File: src/rtl/cesel_iter_core.sv
// ---------------------------------------------------------------------------
// cesel_iter_core
// Iterative rotate-XOR stand-in for the CESEL cipher core (CW305 target).
// A start request latches key and plaintext. The core then runs ROUNDS rounds,
// one per clock: state <= rotl1(state) ^ key. At the end it publishes the
// ciphertext on ct and pulses done for one cycle. busy is high while the
// rounds are running.
//
// Optional feature (macro CESEL_TRIGGER_EN): adds a registered scope trigger
// output, trig. It has the same timing as busy. When the macro is undefined,
// neither the port nor its logic exists.
// ---------------------------------------------------------------------------
module cesel_iter_core #(
    parameter int WIDTH  = 128,
    parameter int ROUNDS = 10
) (
    input  logic             clk,
    input  logic             resetn,
    input  logic             start,
    input  logic [WIDTH-1:0] key,
    input  logic [WIDTH-1:0] pt,
    output logic [WIDTH-1:0] ct,
    output logic             busy,
    output logic             done
`ifdef CESEL_TRIGGER_EN
   ,output logic             trig
`endif
);

    // Round counter width, derived from ROUNDS.
    localparam int CNT_W = $clog2(ROUNDS + 1);

    typedef enum logic [0:0] {
        ST_IDLE = 1'b0,
        ST_RUN  = 1'b1
    } fsm_t;

    // Rotate left by one bit, modulo WIDTH. No width growth.
    function automatic logic [WIDTH-1:0] rotl1(input logic [WIDTH-1:0] x);
        return {x[WIDTH-2:0], x[WIDTH-1]};
    endfunction

    fsm_t             state_r;
    logic [WIDTH-1:0] data_r;
    logic [WIDTH-1:0] key_r;
    logic [CNT_W-1:0] cnt_r;
    logic [WIDTH-1:0] round_s;
    logic             last_s;

    // Round datapath and last-round detection (cnt_r==1 marks the completion edge)
    always_comb begin
        round_s = rotl1(data_r) ^ key_r;
        last_s  = (cnt_r == CNT_W'(1));
    end

    // Control FSM with registered outputs; start is ignored whenever RUN is active
    always_ff @(posedge clk or negedge resetn) begin
        if (!resetn) begin
            state_r <= ST_IDLE;
            data_r  <= {WIDTH{1'b0}};
            key_r   <= {WIDTH{1'b0}};
            cnt_r   <= {CNT_W{1'b0}};
            ct      <= {WIDTH{1'b0}};
            busy    <= 1'b0;
            done    <= 1'b0;
`ifdef CESEL_TRIGGER_EN
            trig    <= 1'b0;
`endif
        end else begin
            case (state_r)
                ST_IDLE: begin
                    done <= 1'b0;
                    if (start) begin
                        data_r  <= pt;
                        key_r   <= key;
                        cnt_r   <= CNT_W'(ROUNDS);
                        busy    <= 1'b1;
`ifdef CESEL_TRIGGER_EN
                        trig    <= 1'b1;
`endif
                        state_r <= ST_RUN;
                    end else begin
                        busy    <= 1'b0;
`ifdef CESEL_TRIGGER_EN
                        trig    <= 1'b0;
`endif
                        state_r <= ST_IDLE;
                    end
                end
                ST_RUN: begin
                    data_r <= round_s;
                    cnt_r  <= cnt_r - CNT_W'(1);
                    if (last_s) begin
                        // Completion edge: publish the result and return to IDLE.
                        // A start sampled here is dropped, because busy is still high.
                        ct      <= round_s;
                        done    <= 1'b1;
                        busy    <= 1'b0;
`ifdef CESEL_TRIGGER_EN
                        trig    <= 1'b0;
`endif
                        state_r <= ST_IDLE;
                    end else begin
                        done    <= 1'b0;
                        busy    <= 1'b1;
`ifdef CESEL_TRIGGER_EN
                        trig    <= 1'b1;
`endif
                        state_r <= ST_RUN;
                    end
                end
                default: begin
                    state_r <= ST_IDLE;
                    cnt_r   <= {CNT_W{1'b0}};
                    busy    <= 1'b0;
                    done    <= 1'b0;
`ifdef CESEL_TRIGGER_EN
                    trig    <= 1'b0;
`endif
                end
            endcase
        end
    end

endmodule

File: config.mk
export PLATFORM = sky130hd
export DESIGN_NAME = cesel_iter_core
export DESIGN_NICKNAME = d
export VERILOG_FILES = /design/src/rtl/cesel_iter_core.sv
export SDC_FILE = /design/constraint.sdc
export NUM_CORES = 1
export LEC_CHECK = 0
export CORE_UTILIZATION = 25
export CTS_CLUSTER_DIAMETER = 200
export DETAILED_ROUTE_END_ITERATION = 10
export GPL_TIMING_DRIVEN = 0
export PLACE_DENSITY = 0.55
export SLEW_MARGIN = 40
export SYNTH_ARGS = -nofsm -noshare
export SYNTH_HDL_FRONTEND = slang
export SYNTH_SLANG_ARGS = --single-unit
export TNS_END_PERCENT = 50
File: constraint.sdc
create_clock -name clk -period 5.2 [get_ports clk]
set_input_delay 1.56 -clock clk [delete_from_list [all_inputs] [get_ports clk]]
set_output_delay 1.56 -clock clk [all_outputs]
set_load 0.01 [all_outputs]
* Yosys cells after proc, flatten, opt, wreduce, memory -nomap -nowiden
Cells that the tools add are included.
** Word-level totals
- Bits in registers :: 390
- Bits of input ports :: 259
- Output and inout port bits :: 130
- Logic and storage cells :: 22
** Cells by class
- Add/subtract/negate cells :: 1
- Equal/unequal tests :: 2
- Muxes and demuxes :: 9
- Bitwise operators :: 2
- Reduce and logical (&&, ||, !) cells :: 2
** Operators with widths (number)
- one-hot mux 128 bit (2 select lines) :: 1
- 2-to-1 mux 128 bit :: 1
- XOR 128 bit :: 1
- one-hot mux 4 bit (2 select lines) :: 1
- equality test 4 x 1 -> 1 bit, second input constant :: 1
- 2-to-1 mux 4 bit :: 1
- one-hot mux 1 bit (2 select lines) :: 2
- AND reduction 2 bit :: 2
- subtractor 4 x 1 -> 4 bit, second input constant :: 1
- 2-to-1 mux 1 bit :: 3
- != test 2 bit, second input constant :: 1
- inverter 1 bit :: 1

* Longest topological paths before layout
Gate-level depths: netlist of run 1.
- Word-level depth :: 3
- Mapped depth :: 7

* Worst setup path before layout of run 1
OpenSTA, ideal clock, no wires.
- Kind :: input-to-reg
- Start :: input port start
- End :: register key_r[107]
- Library setup time :: 0.125 ns
- Arrival time :: 2.548 ns
- Path slack :: 2.528 ns
- Stages on the path :: 5
- Path buffers :: 3
- Path through :: buf_2 -> nor2b_1 -> buf_2 -> buf_4 -> mux2_2
** On the way
- Longest elaborated chain between the ends :: 1
** RTL lines
- start: declaration :: line 19 : input logic start,
- AND reduction 2 bit (no source line)
- end signal: assignment :: line 61 : key_r <= {WIDTH{1'b0}};
- end signal: assignment :: line 75 : key_r <= key;
- end: declaration :: line 45 : logic [WIDTH-1:0] key_r;
No other way between the ends.
A chain may end at the register's enable or synchronous reset.

* Final worst setup path of run 1
- Start :: register ct[0]
- End :: output port ct[0]
** RTL lines
- start: declaration :: line 22 : output logic [WIDTH-1:0] ct,
- start signal: assignment :: line 63 : ct <= {WIDTH{1'b0}};
- start signal: assignment :: line 96 : ct <= round_s;
No word-level cell between the ends.

==> results of run 1 <==
cell usage in the layout (no fill, tap or decap), drive strengths merged:
master	count
a21o	1
a22oi	1
a31oi	1
buf	62
bufinv	2
clkbuf	76
clkdlybuf4s50	386
clkinv	1
dfrtp	390
diode	2
ha	2
inv	27
mux2	444
mux2i	69
nor2	2
nor2b	1
nor3	1
nor3b	1
nor4bb	1
o31ai	1
or4	1
xnor2	23
xor2	106
power by group:
| group | switching, mW | internal (mW) |
|---|---|---|
| combinational | 2.42 | 3.88 |
| clock | 1.28 | 1.89 |
| sequential | 0.994 | 4.67 |
| total | 4.69 | 10.4 |
cell type report:
class | instances | area, sq um
Buffer | 59 | 527
Fill cell | 6703 | 44900
Antenna cell | 2 | 5.00
Clock inverter | 5 | 97.6
Clock buffer | 73 | 1360
Sequential cell | 390 | 9760
Timing Repair Buffer | 392 | 4020
Multi-Input combinational cell | 655 | 7180
Inverter | 25 | 93.8
Tap cell | 931 | 1160
per-stage QoR:
step | TNS, ns | util (%) | cells | worst slack [ns] | hold WS [ns]
global route | 0 | 35.0 | 2531 | 1.98 | 0.516
detailed placement | 0 | 32.9 | 2452 | 1.87 | 0.490
finish | 0 | 35.1 | 2532 | 2.06 | 0.494
floorplan | 0 | - | 1129 | 2.53 | 0.501
global placement | -6020.54 | 32.7 | 2447 | -15.51 | 0.485
CTS | 0 | 35.0 | 2530 | 1.98 | 0.503
worst min path at each step:
stage	from	endpoint	depth (start not counted)
floorplan	key_r[100]$_DFFE_PN0P_	key_r[100]$_DFFE_PN0P_	1
global placement	ct[99]$_DFFE_PN0P_	ct[99]$_DFFE_PN0P_	1
detailed placement	ct[98]$_DFFE_PN0P_	ct[98]$_DFFE_PN0P_	1
CTS	ct[98]$_DFFE_PN0P_	ct[98]$_DFFE_PN0P_	1
global route	ct[98]$_DFFE_PN0P_	ct[98]$_DFFE_PN0P_	1
finish	ct[98]$_DFFE_PN0P_	ct[98]$_DFFE_PN0P_	1
Yosys cell counts (all sizes together):
master	number	area [sq um]
a21o	1	7.51
a22oi	1	7.51
a31oi	1	6.26
buf	56	515
clkbuf	3	11.3
dfrtp	390	9760
ha	2	25.0
inv	25	93.8
mux2	444	5260
mux2i	69	691
nor2	2	7.51
nor2b	1	6.26
nor3	1	5.00
nor3b	1	7.51
nor4bb	1	10.0
o31ai	1	7.51
or4	1	7.51
xnor2	23	201
xor2	106	928
metal layers:
metal	GRT usage, %	share of wire (%)	up-vias
met4	3.96	2.4	10
met3	3.52	5.8	81
met5	0	0.12	-
li1	-	-	4833
met1	16.9	43	5304
met2	22.0	48	252
flip-flops by register name, summed over array words and instances (netlist names):
register  cells
cnt_r         4
ct          128
data_r      128
done          1
key_r       128
state_r       1
cells by family (layout without fill, tap and decap cells):
kind of cell    after synthesis  after routing  synth area share (%)
simple gates                  7              7                 0.249
buf+inv                      84            554                  3.53
other cells                   0              2                     0
flops                       390            390                  55.6
mux                         513            513                  33.9
compound gates                4              4                 0.164
fa+ha+maj                     2              2                 0.142
xor+xnor                    129            129                  6.43
==> out/results.ini, run 1 <==
[floorplanning]
initial_utilization_pct = 25.4
rows = 96
die_w_um = 267
core_area_sq_um = 69100
ios = 389
fp.dieArea_sq_um = 71300
die_y_um = 267

[clock_network]
cts_setup_buffers = 0
cts_root_buffer = clkbuf_16
cts_buffer_depth = 3
h-tree-depth = 2
cts_resized = 0
cts_tree = done
clkTransAtPathRegs_ns = 0.06
numCtsBuffers = 46
worstSkewPairLatency_ns = 0.57
cts_hold_buffers = 0
cts.sinks = 390

[drt]
ant_nets = 0
wl_per_cell_um = 18.6
viasPerCell = 4.14
routed_wl_um = 47100
drtIter0Drc = 357
drt_drc_violations_left = 0
dr.pass1.iters = 4
num_vias = 10480

[worst_setup_path]
critPathBufInv = 1
cp_num_cells = 1
regToRegEndpoint = key_r[86]$_DFFE_PN0P_
critical_path.endpoint = ct[0]
end_kind = output pin
cp.arrival_ns = 1.58
path_class = register to output pin
cp-startpoint = ct[0]$_DFFE_PN0P_
cp_slowest_cell = clkdlybuf4s50_1
crit_family = buffers and inverters
critPathLaunchType = register
reg2regPathDepth = 5
crit_chain = clkdlybuf4s50_1
worstPathMaxFanout = 2
worst_path_largest_cell_delay_ns = 0.66
r2r-start = state_r$_DFF_PN0_
worst-r2r-setup-slack_ns = 3.10
required_ns = 3.64

[run]
cap_violations = 0

[placed_design]
gp_congestion = 0.736
dpl_cell_area_sq_um = 22700
dp_hpwl_um = 34000
io_buffers = 387

[hold_path]
holdCritPathClass = register to register

[logic_synthesis]
syn-cell-area_sq_um = 17600
yosysSeqAreaShare_pct = 55.6
ys_warn_count = 0
synth_fp_nets = 1390
syn-instance-count = 1129
ys_seq_elements = 390
ys_types = 25
postSynthAreaPerCell_sq_um = 15.6

[timing]
rsz0062_at_grt = no
tightest_slew_ns = 0.735
fin_crit_ns = 3.14
hold_viol_final = 0
fmax_mhz = 319
relSlewSlack_pct = 51.0
fin_skew_ns = 0.0143
fin_crit_sh_pct = 60.3
setup_viol = 0
slew_violations = 0

[pwr]
p_per_area_nw_per_um2 = 625
max-vdd-ir-drop_v = 0.000302
power.leakage_nw = 10.3
total_power_mw = 15.1

[final_layout]
final_cell_area_sq_um = 24200
layout.nets = 1830
syn2layout_area_growth_pct = 37.9
layout-drive-gt1-share_pct = 34.9

[global_route]
globalRouteOverflowTotal = 0
antenna_found_initial = 8
grt_pass1_vias = 11700
track_usage_pct = 13.3
grt_max_degree = 73
grt_first_pass_wirelength_um = 72300

[outcome]
status = complete, no violations

(Power assumes the default switching activity.)
==> inputs of run 2 (changes only) <==
==> constraint.sdc (replaced) <==
create_clock -name clk -period 3.3 [get_ports clk]
set_input_delay 0.99 -clock clk [delete_from_list [all_inputs] [get_ports clk]]
set_output_delay 0.99 -clock clk [all_outputs]
set_load 0.01 [all_outputs]
==> results of run 2 <==
The final DEF is identical to that of run 1. Status: complete, no violations.
Among the figures that moved: setup slack after placement 1.87 ns -> 0.538 ns; setup slack after layout 2.06 ns -> 0.734 ns; hold slack 0.494 ns -> 0.348 ns; register-to-register setup slack 3.10 ns -> 1.20 ns; total power 15.1 mW -> 23.8 mW; worst IR drop on VDD 0.000302 V -> 0.000477 V
==> inputs of run 3 (changes only) <==
--- a/config.mk
+++ b/config.mk
@@ -9,7 +9,7 @@
 export CTS_CLUSTER_DIAMETER = 200
 export DETAILED_ROUTE_END_ITERATION = 10
 export GPL_TIMING_DRIVEN = 0
-export PLACE_DENSITY = 0.55
+export PLACE_DENSITY = 0.57
 export SLEW_MARGIN = 40
 export SYNTH_ARGS = -nofsm -noshare
 export SYNTH_HDL_FRONTEND = slang
==> constraint.sdc (replaced) <==
create_clock -name clk -period 2.25 [get_ports clk]
set_input_delay 0.675 -clock clk [delete_from_list [all_inputs] [get_ports clk]]
set_output_delay 0.675 -clock clk [all_outputs]
set_load 0.01 [all_outputs]
==> run 3 against run 2 <==
Against the previous run:
- routed wire length down 0.88%
- highest routed layer unchanged
- critical path type unchanged
- combinational power is 47% higher
- critical path depth is the same
- sequential share of layout area down 0.18 points
- non-clock buffer count stayed put
- die area stayed put
- via count shrank 0.43%
==> out/results.ini, run 3 (synthesis results as in run 1) <==
[final_layout]
syn2layout_area_growth_pct = 38.5
top_regs = ct: 128 flops, data_r: 128 flops, key_r: 128 flops
layout_commonest_cell = dfrtp_1
mostFrequentLayoutCells = 390 x dfrtp_1, 375 x clkdlybuf4s50_1, 369 x mux2_2, 106 x xor2_1, 70 x mux2_4
layout.nets = 1830  ; unchanged
layout-drive-gt1-share_pct = 35.6  ; +0.75 points
fin_cells = 2536  ; +0.16%
fin_util_pct = 35.2  ; +0.16 points

[floorplanning]
ios = 389  ; unchanged
rows = 96  ; unchanged
die_w_um = 267  ; unchanged
die_y_um = 267  ; unchanged
core_area_sq_um = 69100  ; unchanged
initial_utilization_pct = 25.4  ; unchanged
fp.dieArea_sq_um = 71300  ; unchanged

[timing]
setup_viol = 0  ; unchanged
fmax_mhz = 455
rsz0062_at_grt = no
tightest_slew_ns = 0.703  ; -0.0315 ns
hold_viol_final = 0  ; unchanged
fin_skew_ns = 0.0184  ; +0.00413 ns
fin_crit_ns = 2.20
fin_crit_sh_pct = 97.7
slew_violations = 0  ; unchanged
relSlewSlack_pct = 53.1  ; +2.1 points

[worst_setup_path]
crit_family = buffers and inverters
path_class = register to output pin
cp.arrival_ns = 1.52  ; -0.06 ns
worst_path_largest_cell_delay_ns = 0.58  ; -0.08 ns
critPathLaunchType = register
crit_chain = clkdlybuf4s50_1
cp_slowest_cell = clkdlybuf4s50_1
worst-r2r-setup-slack_ns = 0.20
required_ns = 1.57
end_kind = output pin
critPathBufInv = 1  ; unchanged
worstPathMaxFanout = 2  ; unchanged

[drt]
routed_wl_um = 46700  ; -0.88%
drt_drc_violations_left = 0  ; unchanged
ant_nets = 0  ; unchanged
met1Wirelength_um = 20200  ; -1.1%
dr.pass1.iters = 4  ; unchanged
num_vias = 10435  ; -0.43%
wl_per_cell_um = 18.4  ; -1.0%
wl_met3_um = 2690  ; -2.3%
drtIter0Drc = 358  ; +0.28%
viasPerCell = 4.11  ; -0.59%
dr_wl_met2_um = 22700  ; -0.26%
top_layer = met5

[global_route]
grt_pass1_vias = 11776  ; +0.65%
antenna_found_initial = 6  ; -2
track_usage_pct = 13.3  ; -0.047 points
grt_first_pass_wirelength_um = 72300  ; about the same
globalRouteOverflowTotal = 0  ; unchanged
grt_max_degree = 74  ; +1.4%

[clock_network]
worstSkewPairLatency_ns = 0.56  ; about the same
h-tree-depth = 2  ; unchanged
cts_root_buffer = clkbuf_16
clkTransAtPathRegs_ns = 0.06  ; about the same
cts_buffer_depth = 3  ; unchanged
cts.sinks = 390  ; unchanged
numCtsBuffers = 46  ; unchanged
cts_setup_buffers = 0  ; unchanged
cts_tree = done

[pwr]
p_int_mw = 24.4
swShare_pct = 30.8
clkPwrFrac_pct = 21.6  ; +0.7 points
power.leakage_nw = 10.4  ; +1.3%
switching_power_mw = 10.9
p_per_area_nw_per_um2 = 1450
pwr-share-comb_pct = 41.3  ; -0.3 points
seqPwrFrac_pct = 37.1  ; -0.4 points
max-vdd-ir-drop_v = 0.000729

[placed_design]
dpl.cell_count = 2452  ; unchanged
io_buffers = 387  ; unchanged
gp_congestion = 0.760  ; +3.3%
dp_hpwl_um = 33500  ; -1.5%

[hold_path]
holdCritPathClass = input pin to asynchronous set/reset pin

[run]
cap_violations = 0  ; unchanged

[outcome]
status = complete, no violations

## run 3: changes by cell type in the layout (fill, tap and decap cells not counted), sizes merged, moves of 4 or more
cell,before,now
clkinv,1,5
clkdlybuf4s50,386,375
dlygate4sd2,0,5
dlymetal6s2s,0,6
## run 3: repair_timing
| item | 4_1_cts | 5_1_grt |
|---|---|---|
| hold buffers | 0 | 0 |
| resized for setup | 5 | 7 |
| gates cloned | 0 | 0 |
| endpoints found under the setup margin | 5 | 103 |
## run 3: worst register-to-register path, cell delays in order, from the launching register on
cell,delay (ns)
dfrtp_1,0.39
inv_1,0.11
ha_1,0.14
nor4bb_1,0.27
buf_2,0.25
buf_12,0.23
buf_12,0.21
mux2_4,0.31
## run 3: cell type report
cell class / instances / area [sq um]
clock buffers: 71 / 1430
plain buffers: 59 / 531
fillers: 6691 / 44700
inverters: 25 / 93.8
clock inverters: 10 / 131
multi-input cells: 655 / 7180
flip-flops and latches: 390 / 9760
well taps: 931 / 1160
diodes: 3 / 7.51
repair buffers: 392 / 4030
## run 3: metal layers
layer	global-route usage, %	vias to the layer above
met5	0	-
met4	3.88	6
met3	3.48	76
met2	22.0	234
met1	16.9	5298
li1	-	4821
## run 3: worst paths after layout
check                                         to  cells past startpoint                  from
max                                       ct[41]                      1    ct[41]$_DFFE_PN0P_
min                        key_r[49]$_DFFE_PN0P_                      1                resetn
max reg2reg                   ct[79]$_DFFE_PN0P_                      7  cnt_r[1]$_DFFE_PN0P_
min reg2reg                   ct[99]$_DFFE_PN0P_                      1    ct[99]$_DFFE_PN0P_
max in group asynchronous    ct[123]$_DFFE_PN0P_                      4                resetn
min in group clk              ct[99]$_DFFE_PN0P_                      1    ct[99]$_DFFE_PN0P_
## run 3: power groups by stage
| stage | logic, mW | clock network, mW | registers, mW |
|---|---|---|---|
| final | 14.6 | 7.63 | 13.1 |
| after global routing | 15.9 | 8.25 | 13.6 |
| after CTS | 14.9 | 7.95 | 13.1 |
| after detailed placement | 14.9 | 0 | 13.2 |
| after global placement | 14.6 | 0 | 13.2 |
| after floorplan | 9.19 | 0 | 13.3 |
## run 3: through the flow
step,worst slack (ns),cell area [sq um],setup TNS [ns],power [mW],hold WS (ns)
3_3_place_gp,-17.52,22600,-6827.56,27.7,0.474
5_1_grt,0.000528,24300,0,37.8,0.0321
6_report,0.0521,24300,0,35.3,0.0319
2_1_floorplan,0.463,17600,0,22.5,0.379
4_1_cts,0.00274,24300,0,36.0,0.0154
3_5_place_dp,-0.228,22700,-21.15,28.1,0.477
